==> config.mk <==
export PLATFORM = sky130hd
export DESIGN_NAME = mpu_load
export DESIGN_NICKNAME = d
export VERILOG_FILES = /design/src/rtl/mpu_load_pkg.sv /design/src/rtl/mpu_load.sv
export SDC_FILE = /design/constraint.sdc
export NUM_CORES = 1
export LEC_CHECK = 0
export BUFFER_PORTS_ARGS = -buffer_cell sky130_fd_sc_hd__buf_2
export CORE_MARGIN = 5
export CORE_UTILIZATION = 25
export DETAILED_ROUTE_END_ITERATION = 10
export PLACE_DENSITY = 0.59
export SETUP_SLACK_MARGIN = 0.15
export SLEW_MARGIN = 0
export SYNTH_ARGS = -nofsm -noshare
export SYNTH_HDL_FRONTEND = slang
export SYNTH_SLANG_ARGS = --single-unit
==> constraint.sdc <==
create_clock -name clk -period 1.83 [get_ports clk]
set_clock_uncertainty 0.1 [all_clocks]
set_input_delay 0.0915 -clock clk [delete_from_list [all_inputs] [get_ports clk]]
set_output_delay 0.0915 -clock clk [all_outputs]
set_load 0.01 [all_outputs]
==> src/rtl/mpu_load_pkg.sv <==
// Shared widths, element type and load FSM states for the matrix load path.
// Holds the bounds helper used when MPU_LOAD_BOUNDS_CHECK_EN is defined.
package mpu_load_pkg;

  localparam int MBITS           = 3;
  localparam int NBITS           = 3;
  localparam int MATRIX_REG_BITS = 2;
  localparam int M               = 8;
  localparam int N               = 8;

  localparam logic TRUE  = 1'b1;
  localparam logic FALSE = 1'b0;

  typedef logic [31:0] float_sp;

  typedef enum logic [1:0] {
    LOAD_IDLE,
    LOAD_REQUEST,
    LOAD_MATRIX,
    LOAD_DONE
  } load_state_e;

  function automatic logic is_empty(input logic [MBITS:0] m_size,
                                    input logic [NBITS:0] n_size);
    return (m_size == '0) || (n_size == '0);
  endfunction

  function automatic logic out_of_bounds(input logic [MBITS:0] m_size,
                                         input logic [NBITS:0] n_size);
    return (m_size > (MBITS+1)'(M)) || (n_size > (NBITS+1)'(N));
  endfunction

endpackage

==> src/rtl/mpu_load.sv <==
// Matrix load path: external memory beats are written row-major into the register file.
// Optional MPU_LOAD_BOUNDS_CHECK_EN adds load_err_out for empty or oversized requests.
module mpu_load
  import mpu_load_pkg::*;
(
  input  logic                       clk,
  input  logic                       rst,
  input  logic                       load_req_in,
  input  logic [MATRIX_REG_BITS:0]   mem_load_addr_in,
  input  logic [MBITS:0]             mem_m_load_size_in,
  input  logic [NBITS:0]             mem_n_load_size_in,
  input  logic                       mem_load_en_in,
  input  float_sp                    mem_load_element_in,
  output logic                       mem_load_ready_out,
  input  logic                       reg_load_ready_in,
  output logic                       reg_load_req_out,
  output logic                       reg_load_en_out,
  output float_sp                    reg_load_element_out,
  output logic [MBITS:0]             reg_i_load_loc_out,
  output logic [NBITS:0]             reg_j_load_loc_out,
  output logic [MATRIX_REG_BITS:0]   reg_load_addr_out,
  output logic [MBITS:0]             reg_m_load_size_out,
  output logic [NBITS:0]             reg_n_load_size_out,
  output logic                       load_busy_out,
  output logic                       load_done_out
`ifdef MPU_LOAD_BOUNDS_CHECK_EN
  , output logic                     load_err_out
`endif
);

  load_state_e              r_state;
  load_state_e              w_next;
  logic [MBITS:0]           r_row;
  logic [NBITS:0]           r_col;
  logic [MATRIX_REG_BITS:0] r_addr;
  logic [MBITS:0]           r_m;
  logic [NBITS:0]           r_n;
  logic                     w_bad;
  logic                     w_beat;
  logic                     w_row_end;
  logic                     w_col_end;
  logic                     w_last;

`ifdef MPU_LOAD_BOUNDS_CHECK_EN
  logic r_err;
  assign w_bad = is_empty(mem_m_load_size_in, mem_n_load_size_in) ||
                 out_of_bounds(mem_m_load_size_in, mem_n_load_size_in);
  assign load_err_out = r_err && (r_state == LOAD_DONE);
`else
  assign w_bad = is_empty(mem_m_load_size_in, mem_n_load_size_in);
`endif

  assign w_beat    = (r_state == LOAD_MATRIX) && mem_load_en_in;
  assign w_row_end = (r_row == r_m - (MBITS+1)'(1));
  assign w_col_end = (r_col == r_n - (NBITS+1)'(1));
  assign w_last    = w_beat && w_row_end && w_col_end;

  assign reg_load_addr_out   = r_addr;
  assign reg_m_load_size_out = r_m;
  assign reg_n_load_size_out = r_n;

  always_ff @(posedge clk) begin
    if (rst) begin
      r_state <= LOAD_IDLE;
    end else begin
      r_state <= w_next;
    end
  end

  always_ff @(posedge clk) begin
    if (rst) begin
      r_row  <= '0;
      r_col  <= '0;
      r_addr <= '0;
      r_m    <= '0;
      r_n    <= '0;
`ifdef MPU_LOAD_BOUNDS_CHECK_EN
      r_err  <= FALSE;
`endif
    end else begin
      case (r_state)
        LOAD_IDLE: begin
          if (load_req_in) begin
            r_addr <= mem_load_addr_in;
            r_m    <= mem_m_load_size_in;
            r_n    <= mem_n_load_size_in;
`ifdef MPU_LOAD_BOUNDS_CHECK_EN
            r_err  <= w_bad;
`endif
          end
        end
        LOAD_REQUEST: begin
          if (reg_load_ready_in) begin
            r_row <= '0;
            r_col <= '0;
          end
        end
        LOAD_MATRIX: begin
          // The last beat leaves the pointers parked on the final element.
          if (w_beat && !w_last) begin
            if (w_col_end) begin
              r_col <= '0;
              r_row <= r_row + (MBITS+1)'(1);
            end else begin
              r_col <= r_col + (NBITS+1)'(1);
            end
          end
        end
        LOAD_DONE: begin
          r_row <= '0;
          r_col <= '0;
        end
        default: begin
          r_row <= '0;
          r_col <= '0;
        end
      endcase
    end
  end

  always_comb begin
    w_next               = r_state;
    mem_load_ready_out   = FALSE;
    reg_load_req_out     = FALSE;
    reg_load_en_out      = FALSE;
    reg_load_element_out = '0;
    reg_i_load_loc_out   = '0;
    reg_j_load_loc_out   = '0;
    load_busy_out        = TRUE;
    load_done_out        = FALSE;
    case (r_state)
      LOAD_IDLE: begin
        load_busy_out = FALSE;
        if (load_req_in) begin
          w_next = w_bad ? LOAD_DONE : LOAD_REQUEST;
        end
      end
      LOAD_REQUEST: begin
        reg_load_req_out = TRUE;
        if (reg_load_ready_in) begin
          w_next = LOAD_MATRIX;
        end
      end
      LOAD_MATRIX: begin
        reg_load_req_out     = TRUE;
        mem_load_ready_out   = TRUE;
        reg_load_en_out      = mem_load_en_in;
        reg_load_element_out = mem_load_element_in;
        reg_i_load_loc_out   = r_row;
        reg_j_load_loc_out   = r_col;
        if (w_last) begin
          w_next = LOAD_DONE;
        end
      end
      LOAD_DONE: begin
        load_done_out = TRUE;
        w_next        = LOAD_IDLE;
      end
      default: begin
        w_next = LOAD_IDLE;
      end
    endcase
  end

endmodule
==> results of run 1 <==
[cells by family (layout without fill, tap and decap cells)]
group	after synthesis	count (layout)	synth area share
xor+xnor	12	12	0.0814
buf+inv	17	148	0.0475
fa+ha+maj	9	9	0.0763
mux	4	4	0.0271
flops	21	21	0.285
simple gates	94	94	0.347
compound gates	29	29	0.136
[critical path, cell delays in order, from the launching register on]
cell and delay [ns]:
sky130_fd_sc_hd__dfxtp_2 0.33, sky130_fd_sc_hd__inv_2 0.06, sky130_fd_sc_hd__ha_4 0.12, sky130_fd_sc_hd__xor3_1 0.25, sky130_fd_sc_hd__nor3_4 0.23, sky130_fd_sc_hd__buf_4 0.14, sky130_fd_sc_hd__buf_4 0.09, sky130_fd_sc_hd__a31oi_2 0.09
sky130_fd_sc_hd__or3_1 0.32, sky130_fd_sc_hd__a21oi_1 0.12
[power by group]
part / internal, uW / total (uW) / switching, uW
registers: 545 / 614 / 69.6
logic: 824 / 1670 / 848
clock network: 152 / 317 / 165
total: 1520 / 2600 / 1080
[final cells by class]
| class | instances | area (um^2) | area share |
|---|---|---|---|
| tap | 75 | 93.8 | 0.0380 |
| clock inverter | 1 | 5.00 | 0.00203 |
| clock buffer | 3 | 41.3 | 0.0167 |
| inverter | 8 | 35.0 | 0.0142 |
| sequential | 21 | 434 | 0.176 |
| multi-input combinational | 148 | 1050 | 0.427 |
| timing repair buffer | 136 | 807 | 0.327 |
[worst paths after layout]
kind,startpoint,end,slack [ns],cells past startpoint
worst max-delay path,reg_n_load_size_out[1],r_state[1],-0.09,9
worst min-delay path,rst,r_row[1],0.11,2
worst max register to register,reg_n_load_size_out[1],r_state[1],-0.09,9
worst min register to register,reg_load_addr_out[2],reg_load_addr_out[2],0.36,2
[metrics by stage]
| stage | hold WS [ns] | total power (uW) | setup slack [ns] |
|---|---|---|---|
| 6_report | 0.112 | 2600 | -0.0934 |
| 5_1_grt | 0.128 | 2830 | -0.250 |
| 4_1_cts | 0.112 | 2560 | -0.137 |
| 3_5_place_dp | 0.240 | 2180 | -0.135 |
| 3_3_place_gp | 0.233 | 2150 | -0.0689 |
| 2_1_floorplan | 0.117 | 1610 | -0.0531 |
[registers in the layout (all words and copies together), names as in the netlist]
| name | cells |
|---|---|
| reg_n_load_size_out | 4 |
| r_state | 2 |
| reg_m_load_size_out | 4 |
| r_col | 4 |
| reg_load_addr_out | 3 |
| r_row | 4 |
[what timing repair did]
item / 4_1_cts / 5_1_grt
setup buffers: 1 / 1
hold buffers: 11 / 0
endpoints found under the setup margin: 11 / 11
gates resized for setup: 5 / 8
hold endpoints to repair: 11 / 0
pin swaps: 6 / 4
[per-layer routing]
layer  routed length [um]  share of wire  vias to the layer above
met2                 2290           0.49                       60
met5                    0              0                        -
met4                   21         0.0045                        0
li1                     -              -                      875
met1                 1880           0.41                      744
met3                  434          0.094                        4
[cell usage in the layout (no fill, tap or decap), drive strengths merged, types with 3 or more instances in the layout]
cell type      n
buf          125
and2          44
nand2         24
dfxtp         21
a21oi         15
dlygate4sd3   11
ha             9
inv            8
nor2           6
o21ai          6
nor3           6
xnor2          6
xor2           5
nand3          4
mux2i          4
clkbuf         3
==> reports/qor.txt, run 1 <==
aggregate negative setup slack = -0.700 ns
routed length per placed instance = 11.8 um
pin count of the biggest net entering global routing = 25
routed via count = 1683
nature of the critical path endpoint = register
clock transition at the registers of the reported paths = 0.08 ns
maximum count of clock buffers along a single path = 2
residual overflow from global routing = 0
most instantiated cells after synthesis = 43 x sky130_fd_sc_hd__and2_1, 24 x sky130_fd_sc_hd__nand2_1, 21 x sky130_fd_sc_hd__dfxtp_1
TritonCTS clock tree = yes
total CTS buffers = 3
cell type contributing the most total cell area after synthesis = sky130_fd_sc_hd__dfxtp_1
met1 Usage GRT = 0.138
standard cell core area = 5820 um^2
worst rel slew slack = 0.743
buffers added on ports = 103
most repeated cell in the gate-level netlist after synthesis = sky130_fd_sc_hd__and2_1
Ant. Diodes = 0
Synth Flop Type = sky130_fd_sc_hd__dfxtp_1
clock sinks = 21
Routed Antenna Nets = 0
Worst Tran Pin Value = 0.381 ns
netlist area before placement = 1480 um^2
Iter 0 DRT Violations = 42
Arrival @ worst endpoint = 2.02 ns
final worst-path cycle share = 1.05
critical setup path kind = register to register
area added between synthesis and finish = 67.5%
Max H-tree Level = 1
CP max FO = 3
drt pass-1 iters = 3
Post-Layout Cell Count = 392
IR drop worst, VDD = 0.488 mV
outcome = complete, but fails checks
top achievable clock speed = 520 MHz
part of the Yosys area used for sequential elements = 0.285
kind of start point of the critical path = register
fraction of met2 tracks used by global routing = 0.233
final-stage net count = 375
aggregate global-route resource usage = 0.121
failing checks = negative setup slack
DRC errors left = 0
Vias/cell = 4.29
leading post-synthesis cells by cell area = sky130_fd_sc_hd__dfxtp_1 28%, sky130_fd_sc_hd__and2_1 18%, sky130_fd_sc_hd__ha_1 7.6%
fraction of layout instances using a drive strength above 1 = 0.489
wire length after detailed routing = 4620 um
minimum clock period = 1.92 ns
Cell variety after synth = 38
Clk Tree Root Cell = sky130_fd_sc_hd__clkbuf_8
Post-synth ARST share = 0
Slew Limit Fails = 0
area of placed instances = 2230 um^2
Post-synth EDFFs = 0
antenna violations before repair = 0
Clock Latency Late Sink = 0.26 ns
final worst setup slack = -0.0934 ns
number of top-level design ports = 104
first-pass GRT wire length = 7510 um
met3 routing resource usage after global routing = 0.0247
die span in x = 86.8 um
number of cell rows = 28
type of the most critical hold path = primary input to register
placed wire-length estimate after detailed placement = 3720 um
fin util = 0.425
# Max-Cap Violations = 0
number of filler instances in the final layout = 616
endpoints failing setup = 10
area of the die = 7540 um^2
synthesized netlist net count = 243
Post-Syn Area per Cell = 7.93 um^2
most utilized layer in the global route result = met2
GP Congestion = 0.777
post-synthesis instance total = 186
required time reported for the critical path endpoint = 1.93 ns
number of global-route vias before repair = 1691
unrepaired setup endpoints after global routing = yes
Placed Cells = 375
number of failing hold endpoints at the final stage = 0
area share of the largest cell type after synthesis = 0.285
Starting Density = 0.254
Design Area, Final = 2470 um^2
Ys Warns = 0
power per cell area = 1050 nW/um^2
height of the die = 86.8 um
Synth Register Bits = 21
leakage power summed over all cells = 0.00129 uW
Power figures use the tool's default switching activity.
==> run 2, diff against run 1 <==
--- a/config.mk
+++ b/config.mk
@@ -5,11 +5,13 @@
 export SDC_FILE = /design/constraint.sdc
 export NUM_CORES = 1
 export LEC_CHECK = 0
+export ABC_AREA = 1
+export ABC_CLOCK_PERIOD_IN_PS = 1830
 export BUFFER_PORTS_ARGS = -buffer_cell sky130_fd_sc_hd__buf_2
 export CORE_MARGIN = 5
 export CORE_UTILIZATION = 25
 export DETAILED_ROUTE_END_ITERATION = 10
-export PLACE_DENSITY = 0.59
+export PLACE_DENSITY = 0.56
 export SETUP_SLACK_MARGIN = 0.15
 export SLEW_MARGIN = 0
 export SYNTH_ARGS = -nofsm -noshare
==> reports/qor.txt, run 2 <==
most frequent standard cell in the layout excluding fill and tap cells = sky130_fd_sc_hd__buf_2
number of global-route vias before repair = 1981
area of the die = 8230 um^2
nature of the critical path endpoint = register
total CTS buffers = 3
Starting Density = 0.257
most frequent cells in the layout = 103 x sky130_fd_sc_hd__buf_2, 81 x sky130_fd_sc_hd__nand2_1, 62 x sky130_fd_sc_hd__inv_1, 20 x sky130_fd_sc_hd__nor2_1, 18 x sky130_fd_sc_hd__dfxtp_1
Ys Warns = 0
routed length per placed instance = 10.3 um
unrepaired setup endpoints after global routing = yes
placed wire-length estimate after detailed placement = 3950 um
Post-synth ARST share = 0
Iter 0 DRT Violations = 82
clock transition at the registers of the reported paths = 0.09 ns
maximum count of clock buffers along a single path = 2
wire length after detailed routing = 4890 um
fin util = 0.399
Post-Layout Cell Count = 477
Max H-tree Level = 1
die span in x = 90.7 um
DRC errors left = 0
aggregate global-route resource usage = 0.117
top achievable clock speed = 548 MHz
Clk Tree Root Cell = sky130_fd_sc_hd__clkbuf_8
Synth Flop Type = sky130_fd_sc_hd__dfxtp_1
required time reported for the critical path endpoint = 1.90 ns
final worst setup slack = 0.00389 ns
kind of start point of the critical path = register
clock sinks = 21
number of top-level design ports = 104
number of failing hold endpoints at the final stage = 0
GP Congestion = 0.825
dpl ws = -0.0225 ns
hold-critical path depth = 3
height of the die = 90.7 um
final-stage net count = 458
area share of the largest cell type after synthesis = 0.258
most instantiated cells after synthesis = 87 x sky130_fd_sc_hd__nand2_1, 64 x sky130_fd_sc_hd__inv_1, 22 x sky130_fd_sc_hd__nor2_1
aggregate negative setup slack = 0 ns
most repeated cell in the gate-level netlist after synthesis = sky130_fd_sc_hd__nand2_1
standard cell core area = 6350 um^2
leakage power summed over all cells = 0.00166 uW
worst rel slew slack = 0.648
endpoints failing setup = 0
TritonCTS clock tree = yes
Worst Tran Pin Value = 0.527 ns
pin count of the biggest net entering global routing = 51
number of cell rows = 29
Synth Register Bits = 21
final worst-path cycle share = 0.998
Post-Syn Area per Cell = 5.86 um^2
drt pass-1 iters = 4
netlist area before placement = 1630 um^2
antenna violations before repair = 0
buffers added on ports = 103
post-synthesis instance total = 278
IR drop worst, VDD = 0.764 mV
Slew Limit Fails = 0
fraction of layout instances using a drive strength above 1 = 0.385
first-pass GRT wire length = 8440 um
part of the Yosys area used for sequential elements = 0.258
leading post-synthesis cells by cell area = sky130_fd_sc_hd__dfxtp_1 26%, sky130_fd_sc_hd__nand2_1 20%, sky130_fd_sc_hd__inv_1 15%
outcome = completed
synthesized netlist net count = 335
Placed Cells = 465
routed via count = 1999
area added between synthesis and finish = 55.5%
minimum clock period = 1.83 ns
power per cell area = 1180 nW/um^2
number of cells on the worst reg-to-reg path = 15
CP max FO = 5
critical setup path kind = register to register
Vias/cell = 4.19
Cell variety after synth = 27
residual overflow from global routing = 0
Post-synth EDFFs = 0
Routed Antenna Nets = 0
type of the most critical hold path = primary input to register
Clock Latency Late Sink = 0.26 ns
# Max-Cap Violations = 0
cell type contributing the most total cell area after synthesis = sky130_fd_sc_hd__dfxtp_1
Arrival @ worst endpoint = 1.89 ns
Ant. Diodes = 0
[run 2: per-layer routing]
metal | GRT usage | up-vias | routed length, um | part of all wire
met5 | 0 | - | 0 | 0
li1 | - | 1075 | - | -
met4 | 0.0248 | 0 | 42 | 0.0086
met1 | 0.143 | 863 | 2120 | 0.43
met2 | 0.215 | 55 | 2450 | 0.50
met3 | 0.0183 | 6 | 278 | 0.057
[run 2: final timing paths]
kind,from,to,slack (ns)
min reg2reg,reg_load_addr_out[2],reg_load_addr_out[2],0.38
max,reg_n_load_size_out[0],r_row[3],0.004
max reg2reg,reg_n_load_size_out[0],r_row[3],0.004
min,mem_n_load_size_in[1],reg_n_load_size_out[1],0.02
[run 2: repair_timing]
item / in CTS / in global routing
gates resized for setup: 9 / 7
buffers inserted: 2 / 0
hold endpoints to repair: 6 / 0
hold buffers: 5 / 0
pin swaps: 4 / 5
cloned: 1 / 0
endpoints found under the setup margin: 50 / 50
[run 2: kinds of logic (layout without fill, tap and decap cells)]
group | after synthesis | after routing | synth area share
AOI/OAI and AO/OA | 31 | 31 | 0.111
xor gates and xnor gates | 5 | 5 | 0.0269
adders and majority gates | 9 | 9 | 0.0691
DFF | 21 | 21 | 0.258
and+or+nand+nor | 134 | 135 | 0.355
buffers and inverters | 78 | 199 | 0.180
[run 2: power breakdown]
group,total (uW),switching (uW),internal [uW]
clock,323,171,152
sequential,700,113,588
combinational,1950,1130,830
total,2980,1410,1570
[run 2: critical path, stage by stage, from the launching register on]
cell	delay (ns)
sky130_fd_sc_hd__dfxtp_2	0.36
sky130_fd_sc_hd__inv_4	0.04
sky130_fd_sc_hd__ha_4	0.25
sky130_fd_sc_hd__inv_2	0.02
sky130_fd_sc_hd__nand2_1	0.05
sky130_fd_sc_hd__nand2_1	0.05
sky130_fd_sc_hd__nor2_1	0.11
sky130_fd_sc_hd__nand2_2	0.09
sky130_fd_sc_hd__nor2_2	0.10
sky130_fd_sc_hd__nand3_2	0.10
sky130_fd_sc_hd__nand2_4	0.10
sky130_fd_sc_hd__nand2_4	0.08
sky130_fd_sc_hd__nand3_4	0.13
sky130_fd_sc_hd__nand2_2	0.07
sky130_fd_sc_hd__clkinv_2	0.04
sky130_fd_sc_hd__nor2_1	0.03
[run 2: final cells by class]
class / count / area [um^2]
repair buffers: 124 / 711
clock buffers: 3 / 41.3
fillers: 670 / 3820
well taps: 77 / 96.3
flip-flops and latches: 21 / 424
inverters: 71 / 270
multi-input cells: 180 / 985
clock inverters: 1 / 5.00
[run 2: through the flow]
stage / hold slack, ns / power (uW) / cell area, um^2
after floorplan: 0.0606 / 1900 / 1660
after global placement: 0.197 / 2540 / 2360
after detailed placement: 0.189 / 2550 / 2360
after CTS: 0.0175 / 2950 / 2510
after global routing: 0.0521 / 3300 / 2530
final: 0.0152 / 2980 / 2530
==> run 3, diff against run 2 <==
--- a/config.mk
+++ b/config.mk
@@ -9,9 +9,9 @@
 export ABC_CLOCK_PERIOD_IN_PS = 1830
 export BUFFER_PORTS_ARGS = -buffer_cell sky130_fd_sc_hd__buf_2
 export CORE_MARGIN = 5
-export CORE_UTILIZATION = 25
+export CORE_UTILIZATION = 39
 export DETAILED_ROUTE_END_ITERATION = 10
-export PLACE_DENSITY = 0.56
+export PLACE_DENSITY = 0.79
 export SETUP_SLACK_MARGIN = 0.15
 export SLEW_MARGIN = 0
 export SYNTH_ARGS = -nofsm -noshare
==> reports/qor.txt, run 3 (synthesized netlist as in run 2, its figures left out) <==
outcome = completed
fin util = 0.623
sequential share of power = 0.236
buffers added on ports = 103
endpoints failing setup = 0
start point of the critical path = reg_n_load_size_out[0]
Clk Tree Root Cell = sky130_fd_sc_hd__clkbuf_8
most frequent standard cell in the layout excluding fill and tap cells = sky130_fd_sc_hd__buf_2
kind of start point of the critical path = register
Starting Density = 0.404
final-stage net count = 458
Reg2Reg Setup Slack = 0.04 ns
Routed Antenna Nets = 0
cell with the biggest individual delay on the critical path = sky130_fd_sc_hd__dfxtp_2
CP max FO = 5
antenna violations before repair = 0
pin count of the biggest net entering global routing = 51
area taken by multi-input logic gates = 998 um^2
total CTS buffers = 3
Design Area, Final = 2510 um^2
final worst setup slack = 0.0436 ns
hold path startpoint = mem_n_load_size_in[1]
net switching share of the total power = 0.471
area added between synthesis and finish = 54.1%
leakage power summed over all cells = 0.00165 uW
number of global-route vias before repair = 1920
IR drop worst, VDD = 0.746 mV
area of the die = 5570 um^2
routed length per placed instance = 10.5 um
maximum count of clock buffers along a single path = 2
standard cell core area = 4030 um^2
wire length after detailed routing = 4750 um
internal power of the cells = 1580 uW
required time reported for the critical path endpoint = 1.89 ns
routed via count = 2002
final worst-path cycle share = 0.976
R2R Path Start = reg_n_load_size_out[0]
combinational group share of total power = 0.659
residual overflow from global routing = 0
drt pass-1 iters = 4
Clock Latency Late Sink = 0.26 ns
type of the most critical hold path = primary input to register
power per cell area = 1190 nW/um^2
DRC errors left = 0
Arrival @ worst endpoint = 1.85 ns
minimum clock period = 1.79 ns
worst rel slew slack = 0.657
aggregate global-route resource usage = 0.174
clock transition at the registers of the reported paths = 0.08 ns
dpl ws = -0.0200 ns
aggregate negative setup slack = 0 ns
most frequent cells in the layout = 103 x sky130_fd_sc_hd__buf_2, 80 x sky130_fd_sc_hd__nand2_1, 61 x sky130_fd_sc_hd__inv_1, 19 x sky130_fd_sc_hd__nor2_1, 17 x sky130_fd_sc_hd__dfxtp_1
clock network fraction of total power = 0.106
area of placed instances = 2310 um^2
TritonCTS clock tree = yes
unrepaired setup endpoints after global routing = yes
top achievable clock speed = 560 MHz
first-pass GRT wire length = 7730 um
nature of the critical path endpoint = register
GP Congestion = 0.796
number of failing hold endpoints at the final stage = 0
number of filler instances in the final layout = 384
number of top-level design ports = 104
hold-critical path depth = 3
Min-Delay Endpoint = reg_n_load_size_out[1]
net switching power figure = 1400 uW
number of cells on the worst reg-to-reg path = 14
FF-to-FF End = r_col[1]
fraction of layout instances using a drive strength above 1 = 0.403
critical setup path kind = register to register
placed wire-length estimate after detailed placement = 3760 um
Ant. Diodes = 0
Vias/cell = 4.45
storage element area = 425 um^2
Iter 0 DRT Violations = 77
worst path cell trace = inv_2 > ha_4 > inv_1 > nand2_1 > nand3_1 > nand3_1 > nor2_2 > nand3_2 > nand2_2 > nand2_4 > nand2_4 > nand2_2 > nand2_1 > nor2_1
number of cell rows = 23
height of the die = 74.6 um
Slew Limit Fails = 0
# Max-Cap Violations = 0
max incr delay on CP = 0.34 ns
clock sinks = 21
Max H-tree Level = 1
total power of the final layout = 2980 uW
Worst Tran Pin Value = 0.514 ns
die span in x = 74.6 um
## run 3: changes by cell type in the layout (fill, tap and decap cells not counted), moves of 2 or more
| cell | change |
|---|---|
| sky130_fd_sc_hd__clkinv_2 | -2 |
| sky130_fd_sc_hd__nand2_2 | +3 |
| sky130_fd_sc_hd__inv_2 | +2 |
| sky130_fd_sc_hd__a21oi_2 | +2 |
| sky130_fd_sc_hd__a21oi_1 | -2 |
| sky130_fd_sc_hd__nand2_4 | -2 |
## run 3: power groups by stage
stage / Clock (uW) / Sequential (uW) / Combinational, uW
after floorplan: 0 / 729 / 1170
after global placement: 0 / 709 / 1750
after detailed placement: 0 / 713 / 1800
after CTS: 322 / 700 / 1920
after global routing: 343 / 720 / 2210
final: 314 / 703 / 1960
## run 3: timing repair
action / in CTS / in global routing
endpoints found under the setup margin: 51 / 50
hold buffers: 4 / 0
hold endpoints to repair: 5 / 0
cloned: 1 / 0
pin swaps: 9 / 6
gates resized for setup: 13 / 7
setup buffers: 6 / 0
## run 3: per-stage QoR
step           instances  hold WS (ns)
6_report             450        0.0188
5_1_grt              450        0.0343
4_1_cts              450        0.0196
3_5_place_dp         435         0.191
3_3_place_gp         435         0.189
2_1_floorplan        278        0.0606
## run 3: worst max path at each step
stage | to | slack (ns)
CTS | r_row[2] | 0.01
global placement | r_row[1] | 0.05
detailed placement | r_row[2] | -0.02
global route | r_row[3] | -0.12
finish | r_col[1] | 0.04
floorplan | r_row[0] | 0.1
## run 3: metal layers
metal / GRT usage / up-vias / wire, um
met2: 0.323 / 58 / 2530
met5: 0 / - / 0
met3: 0.0267 / 2 / 289
li1: - / 1070 / -
met4: 0.0494 / 0 / 10
met1: 0.206 / 872 / 1920
## run 3: layout make-up
| class | instances | share of cell area |
|---|---|---|
| inverters | 71 | 0.106 |
| flip-flops and latches | 21 | 0.169 |
| clock inverters | 1 | 0.00299 |
| repair buffers | 124 | 0.282 |
| clock buffers | 3 | 0.0165 |
| well taps | 50 | 0.0249 |
| multi-input cells | 180 | 0.398 |
## run 3: worst max-delay path: cells and delay by family (launching register included)
kind	cells	cell delay [ns]
simple gates	11	0.99
fa+ha+maj	1	0.15
flops	1	0.34
buf+inv	2	0.09
